[src/rtl/capture_buffer_if.sv]
// Readout handshake bundle between the capture buffer and the host-readout stage.
//   rdValid - producer has a sample on rdData
//   rdReady - consumer accepts rdData this cycle
//   rdData  - readout sample, DATA_WIDTH bits
//   rdLast  - marks the final sample of a capture
// master: the capture buffer (drives valid/data/last). slave: the host-readout stage.
interface capture_buffer_if #(
    parameter int DATA_WIDTH = 3
);
    logic                  rdValid;
    logic                  rdReady;
    logic [DATA_WIDTH-1:0] rdData;
    logic                  rdLast;

    modport master (output rdValid, output rdData, output rdLast, input rdReady);
    modport slave  (input rdValid, input rdData, input rdLast, output rdReady);
endinterface

[src/rtl/capture_buffer.sv]
// Capture buffer sitting directly behind the trigger stage.
// Keeps a circular pre-trigger history, records a fixed post-trigger window so that
// every capture is exactly DEPTH samples, then streams it oldest-first over the
// rd handshake. Pulses trigClear when an arm is accepted to clear the sticky trigger.
// Ports:
//   clk_PLL      - sampling clock (shared with the trigger stage)
//   reset        - synchronous, active-low
//   arm          - start-capture request, honoured only while idle
//   dataIn       - sample from the trigger stage
//   triggerIn    - sticky trigger flag from the trigger stage
//   preTrigDepth - pre-trigger sample count, latched at arm
//   trigClear    - one-cycle pulse resetting the trigger stage
//   busy         - capture or readout in progress
//   done         - capture complete; held until the next accepted arm
//   rd           - readout handshake (rdValid/rdReady/rdData/rdLast)
module capture_buffer #(
    parameter int DATA_WIDTH = 3,
    parameter int ADDR_WIDTH = 8
) (
    input  logic                  clk_PLL,
    input  logic                  reset,
    input  logic                  arm,
    input  logic [DATA_WIDTH-1:0] dataIn,
    input  logic                  triggerIn,
    input  logic [ADDR_WIDTH-1:0] preTrigDepth,
    output logic                  trigClear,
    output logic                  busy,
    output logic                  done,
    capture_buffer_if.master      rd
);
    localparam int DEPTH = 2**ADDR_WIDTH;
    localparam logic [ADDR_WIDTH:0]   DEPTH_C  = (ADDR_WIDTH+1)'(DEPTH);
    localparam logic [ADDR_WIDTH:0]   CNT_ONE  = (ADDR_WIDTH+1)'(1);
    localparam logic [ADDR_WIDTH-1:0] ADDR_ONE = ADDR_WIDTH'(1);

    typedef enum logic [2:0] {IDLE, FILL, ARMED, POST, READOUT} state_t;
    state_t state, stateNext;

    logic [DATA_WIDTH-1:0] mem [DEPTH];
    logic [ADDR_WIDTH-1:0] wrPtr;
    logic [ADDR_WIDTH-1:0] rdAddr;
    logic [ADDR_WIDTH-1:0] preLat;
    logic [ADDR_WIDTH:0]   wrCnt;
    logic [ADDR_WIDTH:0]   rdCnt;
    logic [ADDR_WIDTH:0]   postLen;
    logic                  writeEn;
    logic                  loadEn;
    logic                  xferLast;

    logic                  vld_p1;
    logic [DATA_WIDTH-1:0] rdData_p1;
    logic                  rdLast_p1;

    // preTrigDepth is ADDR_WIDTH bits wide, so it can never exceed DEPTH-1 and
    // latching it directly already gives min(preTrigDepth, DEPTH-1).
    assign postLen  = DEPTH_C - {1'b0, preLat};
    assign writeEn  = (state == FILL) || (state == ARMED) || (state == POST);
    // The output register doubles as the memory read register: reload whenever it
    // is empty or being drained, which sustains one sample per cycle.
    assign loadEn   = (state == READOUT) && (!vld_p1 || rd.rdReady);
    assign xferLast = vld_p1 && rd.rdReady && rdLast_p1;
    assign busy     = (state != IDLE);

    assign rd.rdValid = vld_p1;
    assign rd.rdData  = rdData_p1;
    assign rd.rdLast  = rdLast_p1;

    always_ff @(posedge clk_PLL) begin
        if (!reset) state <= IDLE;
        else        state <= stateNext;
    end

    always_comb begin
        stateNext = state;
        unique case (state)
            IDLE:    if (arm) stateNext = (preTrigDepth == '0) ? ARMED : FILL;
            FILL:    if (wrCnt + CNT_ONE == {1'b0, preLat}) stateNext = ARMED;
            ARMED:   if (triggerIn) stateNext = (postLen == CNT_ONE) ? READOUT : POST;
            POST:    if (wrCnt + CNT_ONE == postLen) stateNext = READOUT;
            READOUT: if (xferLast) stateNext = IDLE;
            default: stateNext = IDLE;
        endcase
    end

    // Sample memory: no reset, contents are meaningless until written.
    always_ff @(posedge clk_PLL) begin
        if (writeEn) mem[wrPtr] <= dataIn;
    end

    always_ff @(posedge clk_PLL) begin
        if (!reset) begin
            wrPtr     <= '0;
            rdAddr    <= '0;
            preLat    <= '0;
            wrCnt     <= '0;
            rdCnt     <= '0;
            trigClear <= 1'b0;
            done      <= 1'b0;
            vld_p1    <= 1'b0;
            rdLast_p1 <= 1'b0;
            rdData_p1 <= '0;
        end else begin
            trigClear <= 1'b0;
            if (writeEn) wrPtr <= wrPtr + ADDR_ONE;
            if ((state != READOUT) && (stateNext == READOUT)) done <= 1'b1;
            case (state)
                IDLE: begin
                    if (arm) begin
                        preLat    <= preTrigDepth;
                        wrPtr     <= '0;
                        wrCnt     <= '0;
                        rdCnt     <= '0;
                        trigClear <= 1'b1;
                        done      <= 1'b0;
                    end
                end
                FILL: wrCnt <= wrCnt + CNT_ONE;
                ARMED: begin
                    // The trigger sample lands at wrPtr; the capture starts pre
                    // samples earlier in the ring.
                    if (triggerIn) begin
                        rdAddr <= wrPtr - preLat;
                        wrCnt  <= CNT_ONE;
                    end
                end
                POST: wrCnt <= wrCnt + CNT_ONE;
                // Read stage: memory -> output register (_p1)
                READOUT: begin
                    if (loadEn) begin
                        if (rdCnt != DEPTH_C) begin
                            rdData_p1 <= mem[rdAddr];
                            vld_p1    <= 1'b1;
                            rdLast_p1 <= (rdCnt == DEPTH_C - CNT_ONE);
                            rdAddr    <= rdAddr + ADDR_ONE;
                            rdCnt     <= rdCnt + CNT_ONE;
                        end else begin
                            vld_p1    <= 1'b0;
                            rdLast_p1 <= 1'b0;
                        end
                    end
                end
                default: ;
            endcase
        end
    end
endmodule

[src/flat_wrapper.sv]
// flat-port wrapper written by rule: the top's interface ports become plain ports
module capture_buffer_flat 
#(
    parameter int DATA_WIDTH = 3,
    parameter int ADDR_WIDTH = 8
)
  (clk_PLL, reset, arm, dataIn, triggerIn, preTrigDepth, trigClear, busy, done, rd_rdValid, rd_rdData, rd_rdLast, rd_rdReady);
  capture_buffer_if #(.DATA_WIDTH(DATA_WIDTH)) rd_i ();
  input  logic clk_PLL;
  input  logic reset;
  input  logic arm;
  input  logic [DATA_WIDTH-1:0] dataIn;
  input  logic triggerIn;
  input  logic [ADDR_WIDTH-1:0] preTrigDepth;
  output logic trigClear;
  output logic busy;
  output logic done;
  output wire logic [$bits(rd_i.rdValid)-1:0] rd_rdValid;
  output wire logic [$bits(rd_i.rdData)-1:0] rd_rdData;
  output wire logic [$bits(rd_i.rdLast)-1:0] rd_rdLast;
  input wire logic [$bits(rd_i.rdReady)-1:0] rd_rdReady;
  assign rd_rdValid = rd_i.rdValid;
  assign rd_rdData = rd_i.rdData;
  assign rd_rdLast = rd_i.rdLast;
  assign rd_i.rdReady = rd_rdReady;
  capture_buffer #(.DATA_WIDTH(DATA_WIDTH), .ADDR_WIDTH(ADDR_WIDTH)) u_core (.clk_PLL(clk_PLL), .reset(reset), .arm(arm), .dataIn(dataIn), .triggerIn(triggerIn), .preTrigDepth(preTrigDepth), .trigClear(trigClear), .busy(busy), .done(done), .rd(rd_i));
endmodule
[config.mk]
export PLATFORM = sky130hd
export DESIGN_NAME = capture_buffer_flat
export DESIGN_NICKNAME = d
export VERILOG_FILES = /design/src/rtl/capture_buffer_if.sv /design/src/rtl/capture_buffer.sv /design/src/flat_wrapper.sv
export SDC_FILE = /design/constraint.sdc
export NUM_CORES = 1
export LEC_CHECK = 0
export BUFFER_PORTS_ARGS = -buffer_cell sky130_fd_sc_hd__buf_4
export CORE_ASPECT_RATIO = 1.75
export CORE_MARGIN = 4
export CORE_UTILIZATION = 50
export CTS_CLUSTER_SIZE = 25
export DETAILED_ROUTE_END_ITERATION = 6
export HOLD_SLACK_MARGIN = 0.03
export PLACE_DENSITY = 0.76
export SLEW_MARGIN = 20
export SYNTH_ARGS = -nofsm -noshare
export SYNTH_HDL_FRONTEND = slang
export SYNTH_SLANG_ARGS = --single-unit
[constraint.sdc]
create_clock -name clk_PLL -period 2.4 [get_ports clk_PLL]
set_clock_uncertainty 0.2 [all_clocks]
set_input_delay 0.12 -clock clk_PLL [delete_from_list [all_inputs] [get_ports clk_PLL]]
set_output_delay 0.12 -clock clk_PLL [all_outputs]
set_load 0.1 [all_outputs]
==> reports/summary.md, run 1 <==
For the finished layout, the period the worst path requires is 2800 ps. The critical path ends at u_core.rd.rdData[2]. The area of the core came out at 0.0676 mm^2. In this run the power density over the cells is 691 mW/mm^2. The initialized floorplan defines 126 standard-cell rows. Kind of path behind the tightest hold check: in -> reg. The final worst setup slack came out at -396 ps. The core occupancy in the finished layout was 60.4%. The required time at the endpoint of the critical path is 2740 ps, and the number of DRC violations after detailed-routing iteration 0 is 2705.

Number of cells traversed by the worst register-to-register path: 10. The clock tree root driver cell was sky130_fd_sc_hd__clkbuf_16. The die covers 0.0727 mm^2. 24 I/O pins were placed. In this run the top signal layer used is met4. The run gives 0 as the max-capacitance violation count. For the total length of routed wires, the log shows 98800 um. TritonCTS built the clock tree. The endpoint of the worst-slack reg-to-reg timing path is u_core.rd.rdData[2]. Counting the buffers created by CTS gives 67. After synthesis, the netlist uses 76 different library cells. The count of final setup violators is 4, and the number of instances in the synthesized netlist is 2066. In this run the remaining antenna-violating nets after routing total 0. The repair_antennas step left the layout with diodes totalling 0. Entering global routing, the biggest net connects 103 pins. The tools report the number of H-tree branching levels as 3.

The number of buffers inserted by port buffering was 23. The startpoint of the most critical register-to-register path was u_core.rdAddr[0]. The tools report the worst setup path startpoint as u_core.rdAddr[0].

For the final hold violation count, the log shows 0. The total routing usage reported by global routing is 27.1%, and the clock insertion delay at the later pin of the skew report is 610 ps. The checks that failed: DRC, setup timing. The run gives 7 as the number of optimization iterations in the first detailed-route pass.

Counting flops and latches in the post-synthesis netlist gives 820. Placer's final routability congestion estimate: 0.945. The run finished, with violations left. The number of enable flip-flop cells after synthesis was 768; the starting density of the core was 50.5%. The first global-routing pass estimated 144000 um of wire. Share of the clock period used by the worst path: 117%.

Data arrives at the worst endpoint at 3130 ps. The run gives 29800 um as the met1 routed wirelength after detailed routing. The width of the chip came out at 206 um.

The run gives 2396 as the count of nets after finishing. The signal on the critical path passes through buf_12, buf_12, buf_16, mux4_2, mux2i_1, mux4_2, nor2_4, nor4_1, buf_4, o32ai_2. In this run the static leakage power is 12.9 nW. For the total count of max-transition violations in the final report, the log shows 0.

Based on the critical path, the design can be clocked at up to 0.358 GHz. The logs give -400 ps for the worst reg-to-reg setup slack and 70.6% for the portion of the post-synthesis area used by sequential elements. In this run the cell area of the synthesized design comes to 0.0342 mm^2. The routed length per instance came out at 29.8 um. Leaving out fill and tap cells, the most frequent cell in the layout is sky130_fd_sc_hd__edfxtp_1. The relative area change from synthesis to final layout works out to 19.6%. The via count of the first global-routing pass is 22100, and the proportion of register bits with asynchronous set or reset after synthesis is 0%.

Setup repair after global routing could not meet its margin everywhere. On the critical path, the stage with the largest delay is an instance of sky130_fd_sc_hd__mux4_2. The library cells used most frequently in the layout, excluding fill and tap cells, are 768 x sky130_fd_sc_hd__edfxtp_1, 294 x sky130_fd_sc_hd__nor2_1, 268 x sky130_fd_sc_hd__buf_4. For the total number of clock tree sinks, the log shows 820. For this run, the leading register cell type out of synthesis is sky130_fd_sc_hd__edfxtp_1. The Yosys step of the flow raised 0 warnings. STA classifies the critical path endpoint as a register. The actual transition at the worst max-transition pin was 710 ps; the relative slew slack was 52.3%. Sum of negative setup slack: -1250 ps.

The number of nets in the synthesized netlist is 2101. The largest fanout of any net on the critical path is 9, and the vias after detailed routing is 21300. The logs give 63200 um for the detailed-placement wirelength estimate and 3 for the number of buffers on the longest clock path. The met2 layer wire length in the routed design is 50800 um, and the vertical extent of the die is 354 um.

The worst setup path is of the reg -> reg kind. The length of routed met3 wiring came out at 8640 um. IR analysis of the VDD net gives a maximum drop of 0.000506 V. The critical path launch point type is a register. Using the TritonRoute via totals, the vias-per-cell ratio works out to 6.42.

The final routed DRC violation total was 15. Of the cells placed in the final design, the portion with a size suffix greater than 1 is 30.6%. Dividing the synthesized area by the synthesized cell count gives 16.5 um^2. Summed over all layers, the global routing overflow is 0. Highest cell delay on the worst timing path: 520 ps.

Clock-pin slew was measured on the worst setup and hold paths at 70 ps. The initial antenna violation count came out at 1.
## power by group
part	internal (W)	switching [W]
logic	0.000592	0.000908
clock network	0.00598	0.00509
registers	0.0156	0.0000350
## cell usage after synthesis, drive strengths merged (11+ instances only)
| library cell | number | area [um^2] |
|---|---|---|
| a21boi | 17 | 128 |
| a221oi | 11 | 103 |
| or3 | 12 | 76.3 |
| a22oi | 27 | 203 |
| o21ai | 34 | 170 |
| mux2i | 55 | 551 |
| mux4 | 179 | 4030 |
| buf | 66 | 442 |
| inv | 21 | 78.8 |
| dfxtp | 52 | 1040 |
| nor2b | 29 | 181 |
| nand2 | 87 | 327 |
| xnor2 | 11 | 96.3 |
| nor2 | 316 | 1190 |
| nand3 | 45 | 238 |
| nand4 | 11 | 75.1 |
| edfxtp | 768 | 23100 |
| ha | 18 | 225 |
| xor2 | 15 | 131 |
| clkbuf | 69 | 260 |
| nor3 | 34 | 170 |
| a21oi | 47 | 235 |
## registers in the layout, indices dropped and copies added (netlist names)
register	count
u_core.rd.rdLast	1
u_core.state	3
u_core.rd.rdData	3
u_core.wrCnt	9
u_core.rdCnt	9
u_core.preLat	8
u_core.wrPtr	8
u_core.rd.rdValid	1
u_core.trigClear	1
u_core.rdAddr	8
u_core.done	1
u_core.mem	768
## metal layers
metal | vias up | track usage, %
met5 | - | 0
met4 | 0 | 20.6
met3 | 444 | 4.90
met2 | 1455 | 46.8
met1 | 10700 | 29.3
li1 | 8681 | -
## worst max-delay path, delay by kind of cell, from the launching register on
kind / cells / cell delay (ps)
multiplexers: 3 / 970
buffers and inverters: 4 / 630
flip-flops: 1 / 360
AND/OR/NAND/NOR: 2 / 300
AO/OA/AOI/OAI: 1 / 240
## through the flow
| stage | setup WS (ps) | hold slack [ps] | instance area [um^2] | cells | power (W) |
|---|---|---|---|---|---|
| floorplan | -13.9 | 18.9 | 34200 | 2066 | 0.0166 |
| detailed placement | -543 | 204 | 37400 | 3136 | 0.0173 |
| global route | -431 | 248 | 40900 | 3311 | 0.0290 |
| finish | -396 | 250 | 40900 | 3311 | 0.0282 |
| CTS | -293 | 210 | 40600 | 3306 | 0.0282 |
| global placement | -439 | 198 | 37400 | 3136 | 0.0172 |
## logic make-up (layout without fill, tap and decap cells)
group                    Yosys count  count (layout)  share of synthesized area [%]
AO/OA/AOI/OAI                    214             214                           4.25
XOR/XNOR                          28              28                          0.809
buffers and inverters            156             505                           2.29
flip-flops                       820             820                           70.6
adder cells (fa/ha/maj)           19              19                          0.718
AND/OR/NAND/NOR                  590             590                           7.81
multiplexers                     239             239                           13.6
## how the worst min path moves through the flow
stage / slack (ps) / depth (start not counted) / startpoint / to
after CTS: 210 / 4 / reset / u_core.rd.rdData[1]
after floorplan: 20 / 0 / dataIn[0] / u_core.mem[0][0]
after detailed placement: 200 / 3 / preTrigDepth[4] / u_core.preLat[4]
after global placement: 200 / 3 / preTrigDepth[1] / u_core.preLat[1]
final: 250 / 3 / reset / u_core.rdAddr[0]
after global routing: 250 / 3 / reset / u_core.rdAddr[0]
## cell type report
type | count | area [um^2]
clock buffer | 78 | 1790
clock inverter | 45 | 403
fill | 4533 | 26800
inverter | 21 | 78.8
multi-input combinational | 1090 | 9790
sequential | 820 | 24100
tap | 896 | 1120
timing repair buffer | 361 | 3550
## repair_timing
item | 4_1_cts | 5_1_grt
hold buffers | 24 | 0
gates resized for setup | 86 | 71
cloned | 6 | 0
pin swaps | 16 | 25
setup endpoints to repair | 13 | 48
hold endpoints to repair | 418 | 0
setup buffers | 18 | 6
No activity file was read; power rests on OpenSTA's default activity.
==> run 2: changes to the inputs <==
Settings changed: CELL_PAD_IN_SITES_DETAIL_PLACEMENT set to 1, CELL_PAD_IN_SITES_GLOBAL_PLACEMENT set to 2, CORE_UTILIZATION 50 to 44, CTS_CLUSTER_SIZE 25 to unset, PLACE_DENSITY 0.76 to 0.84, SKIP_CTS_REPAIR_TIMING set to 1.
==> reports/summary.md, run 2 (synthesis results as in run 1) <==
The die footprint is 0.0823 mm^2 (was 0.0727 mm^2). The relative area change from synthesis to final layout was 20.7% (was 19.6%). Leading registers by flop count: u_core.mem x768, u_core.rdCnt x9, u_core.wrCnt x9 (unchanged).

The power density over cell area works out to 718 mW/mm^2 (was 691 mW/mm^2). The busiest layer in global routing is met2 (unchanged). The met1 global-route usage was 27.5% (was 29.3%). The clock share of power is 42.1% (was 39.2%), and the routed length per instance is 31.2 um (was 29.8 um).

The area of the core is 0.0766 mm^2 (was 0.0676 mm^2). For the number of antenna-violating nets in the routed design, the log shows 0 (unchanged). The wire length of the first global-routing pass was 153000 um (was 144000 um); the clock period minus final worst setup slack was 2870 ps (was 2800 ps).

Total length of routed wires: 108000 um (was 98800 um). The highest clock frequency the design can meet came out at 0.348 GHz (was 0.358 GHz). The number of buffers on the longest clock path is 3 (unchanged). The tools report the total number of clock tree sinks as 820 (unchanged). The top-level I/O count came out at 24 (unchanged). The final routed DRC violation total is 0 (was 15), and the flip-flop count of the largest register, all copies and words added is 768 (unchanged). The highest cell delay on the worst timing path came out at 560 ps (was 520 ps).

The detailed-placement wirelength estimate was 71300 um (was 63200 um). Slowest library cell on the worst path: sky130_fd_sc_hd__mux4_2 (unchanged). The routed via count divided by cell count is 6.04 (was 6.42). The count of final setup violators came out at 10 (was 4).

The register name with the most flops is u_core.mem (unchanged). The tools report the initial antenna violation count as 2 (was 1). The vias after detailed routing was 20900 (was 21300); the data arrival time of the worst path was 3180 ps (was 3130 ps). TritonCTS built the clock tree. The instance area at placement was 0.0377 mm^2 (was 0.0374 mm^2). The cell class contributing the biggest share of worst-path delay was compound AO/OA/AOI/OAI gates (was multiplexers). The vertical extent of the die came out at 377 um (was 354 um). The maximum number of pins on one net before global-route repair is 78 (was 103). The most common cell after layout, fill and taps aside is sky130_fd_sc_hd__edfxtp_1 (unchanged). For the global-route met2 utilization, the log shows 46.3% (was 46.8%). Cell breakdown of the critical path: buf_4, buf_8, mux4_2, a221oi_2, o22ai_2, o31ai_2, buf_4, o221ai_2 (was buf_12, buf_12, buf_16, mux4_2, mux2i_1, mux4_2, nor2_4, nor4_1, buf_4, o32ai_2).

Relative slew slack: 51.6% (was 52.3%). The run gives 1699 (was 2705) as the number of DRC violations after detailed-routing iteration 0. Internal cell power: 0.0234 W (was 0.0222 W).

The clock tree root driver cell is sky130_fd_sc_hd__clkbuf_16 (unchanged). The tools report the core occupancy in the finished layout as 53.8% (was 60.4%). Final hold violation count: 0 (unchanged). The count of nets after finishing came out at 2414 (was 2396).

The kind of path behind the tightest hold check was in -> reg (unchanged). The number of H-tree branching levels was 3 (unchanged). For the number of optimization iterations in the first detailed-route pass, the log shows 5 (was 7).

The instance count after placement with tap cells included came out at 3268 (was 3136). Counting stages on the worst path, the most repeated cell is sky130_fd_sc_hd__buf_4. For the combinational fraction of design power, the log shows 5.0% (was 5.3%). The post-route non-filler standard cell count was 3458 (was 3311).

The logs give 0.00626 W (was 0.00603 W) for the switching power of the nets and 0.0412 mm^2 (was 0.0409 mm^2) for the total non-filler cell area in the finished layout. The tools report the max-capacitance violation count as 0 (unchanged). The setup slack after placement came out at -747 ps (was -543 ps). Width of the chip: 219 um (was 206 um). The run gives 4.08% (was 4.90%) as the met3 capacity usage during global routing. The buffers plus inverters on the worst setup path was 3 (was 4); the sequential cell fraction of total power was 52.9% (was 55.5%). The run gives 0.923 (was 0.945) as the placer's final routability congestion estimate. The tools report the leakage power of the design as 13.1 nW (was 12.9 nW). The type of the worst setup path is reg -> reg (unchanged).

For the peak supply drop, the log shows 0.000479 V (was 0.000506 V). The tools report the total routing usage reported by global routing as 25.8% (was 27.1%). Most used cells in the layout excluding fill and tap cells: 768 x sky130_fd_sc_hd__edfxtp_1, 312 x sky130_fd_sc_hd__nor2_1, 288 x sky130_fd_sc_hd__buf_4 (was 768 x sky130_fd_sc_hd__edfxtp_1, 294 x sky130_fd_sc_hd__nor2_1, 268 x sky130_fd_sc_hd__buf_4).

The run gives 44.6% (was 50.5%) as the starting density of the core. Number of buffers inserted by port buffering: 23 (unchanged). Setup repair after global routing could not meet its margin everywhere. The remaining global-route overflow was 0 (unchanged); the switching power as a share of total power was 21.1% (was 21.4%).

The actual transition at the worst max-transition pin works out to 726 ps (was 710 ps). The clock-pin slew on the worst setup and hold paths was 70 ps (about the same); the layout cell share with drive strength beyond 1 was 30.7% (was 30.6%). The clock insertion delay at the later pin of the skew report came out at 640 ps (was 610 ps). Critical path launch point type: a register (unchanged).

The flow ran to the end, but the final reports show violations. The total count of max-transition violations in the final report was 0 (unchanged); the via count of the first global-routing pass was 22500 (was 22100). The tools report the number of CTS-inserted buffers as 73 (was 67).

Failing checks: setup timing (was DRC, setup timing). The tools report the sort of element at the end of the critical path as a register (unchanged). The total of fill cells in the finished design was 7064 (was 4533); the share of the clock period used by the worst path was 120% (was 117%). The sum of negative setup slack came out at -1620 ps (was -1250 ps).

The count of standard-cell rows was 134 (was 126); the largest fanout of any net on the critical path was 9 (unchanged). The tools report the final worst setup slack as -473 ps (was -396 ps). The tools report the required time at the endpoint of the critical path as 2710 ps (was 2740 ps).
run 2: power by group through the flow:
stage / clock network [W] / registers [W] / logic (W)
3_3_place_gp: 0 / 0.0160 / 0.00126
3_5_place_dp: 0 / 0.0160 / 0.00131
4_1_cts: 0.0127 / 0.0157 / 0.00132
2_1_floorplan: 0 / 0.0160 / 0.000575
6_report: 0.0125 / 0.0157 / 0.00147
5_1_grt: 0.0133 / 0.0157 / 0.00156
run 2: worst paths after layout:
| check | startpoint | endpoint | slack, ps | depth (start not counted) |
|---|---|---|---|---|
| worst max-delay path | u_core.rdAddr[0] | u_core.rd.rdData[1] | -470 | 8 |
| worst min-delay path | rd_rdReady | u_core.rd.rdValid | 210 | 4 |
| worst max register to register | u_core.rdAddr[0] | u_core.rd.rdData[1] | -470 | 8 |
| worst min register to register | u_core.done | u_core.done | 300 | 2 |
run 2: cell type report:
cell class	instances	area (um^2)	area share, %
diodes	2	5.00	0.0121
clock buffers	86	1960	4.76
clock inverters	46	543	1.32
inverters	21	78.8	0.191
multi-input cells	1090	9750	23.6
flip-flops and latches	820	24100	58.5
well taps	1020	1280	3.10
repair buffers	373	3490	8.46
run 2: stage by stage:
stage / power, W / hold slack (ps)
after floorplan: 0.0166 / 18.9
after global placement: 0.0172 / 199
after detailed placement: 0.0173 / 206
after CTS: 0.0296 / -471
after global routing: 0.0305 / 222
final: 0.0296 / 205
run 2: routing by layer:
metal	routed length [um]	up-vias
met1	35800	10900
met2	57000	930
met4	9350	2
met3	5810	342
met5	13	-
li1	-	8724
run 2: worst register-to-register path, stage by stage, from the launching register on:
cell and delay (ps):
sky130_fd_sc_hd__dfxtp_4 440, sky130_fd_sc_hd__buf_4 210, sky130_fd_sc_hd__buf_8 170, sky130_fd_sc_hd__mux4_2 560
sky130_fd_sc_hd__a221oi_2 350, sky130_fd_sc_hd__o22ai_2 210, sky130_fd_sc_hd__o31ai_2 360, sky130_fd_sc_hd__buf_4 170
sky130_fd_sc_hd__o221ai_2 80
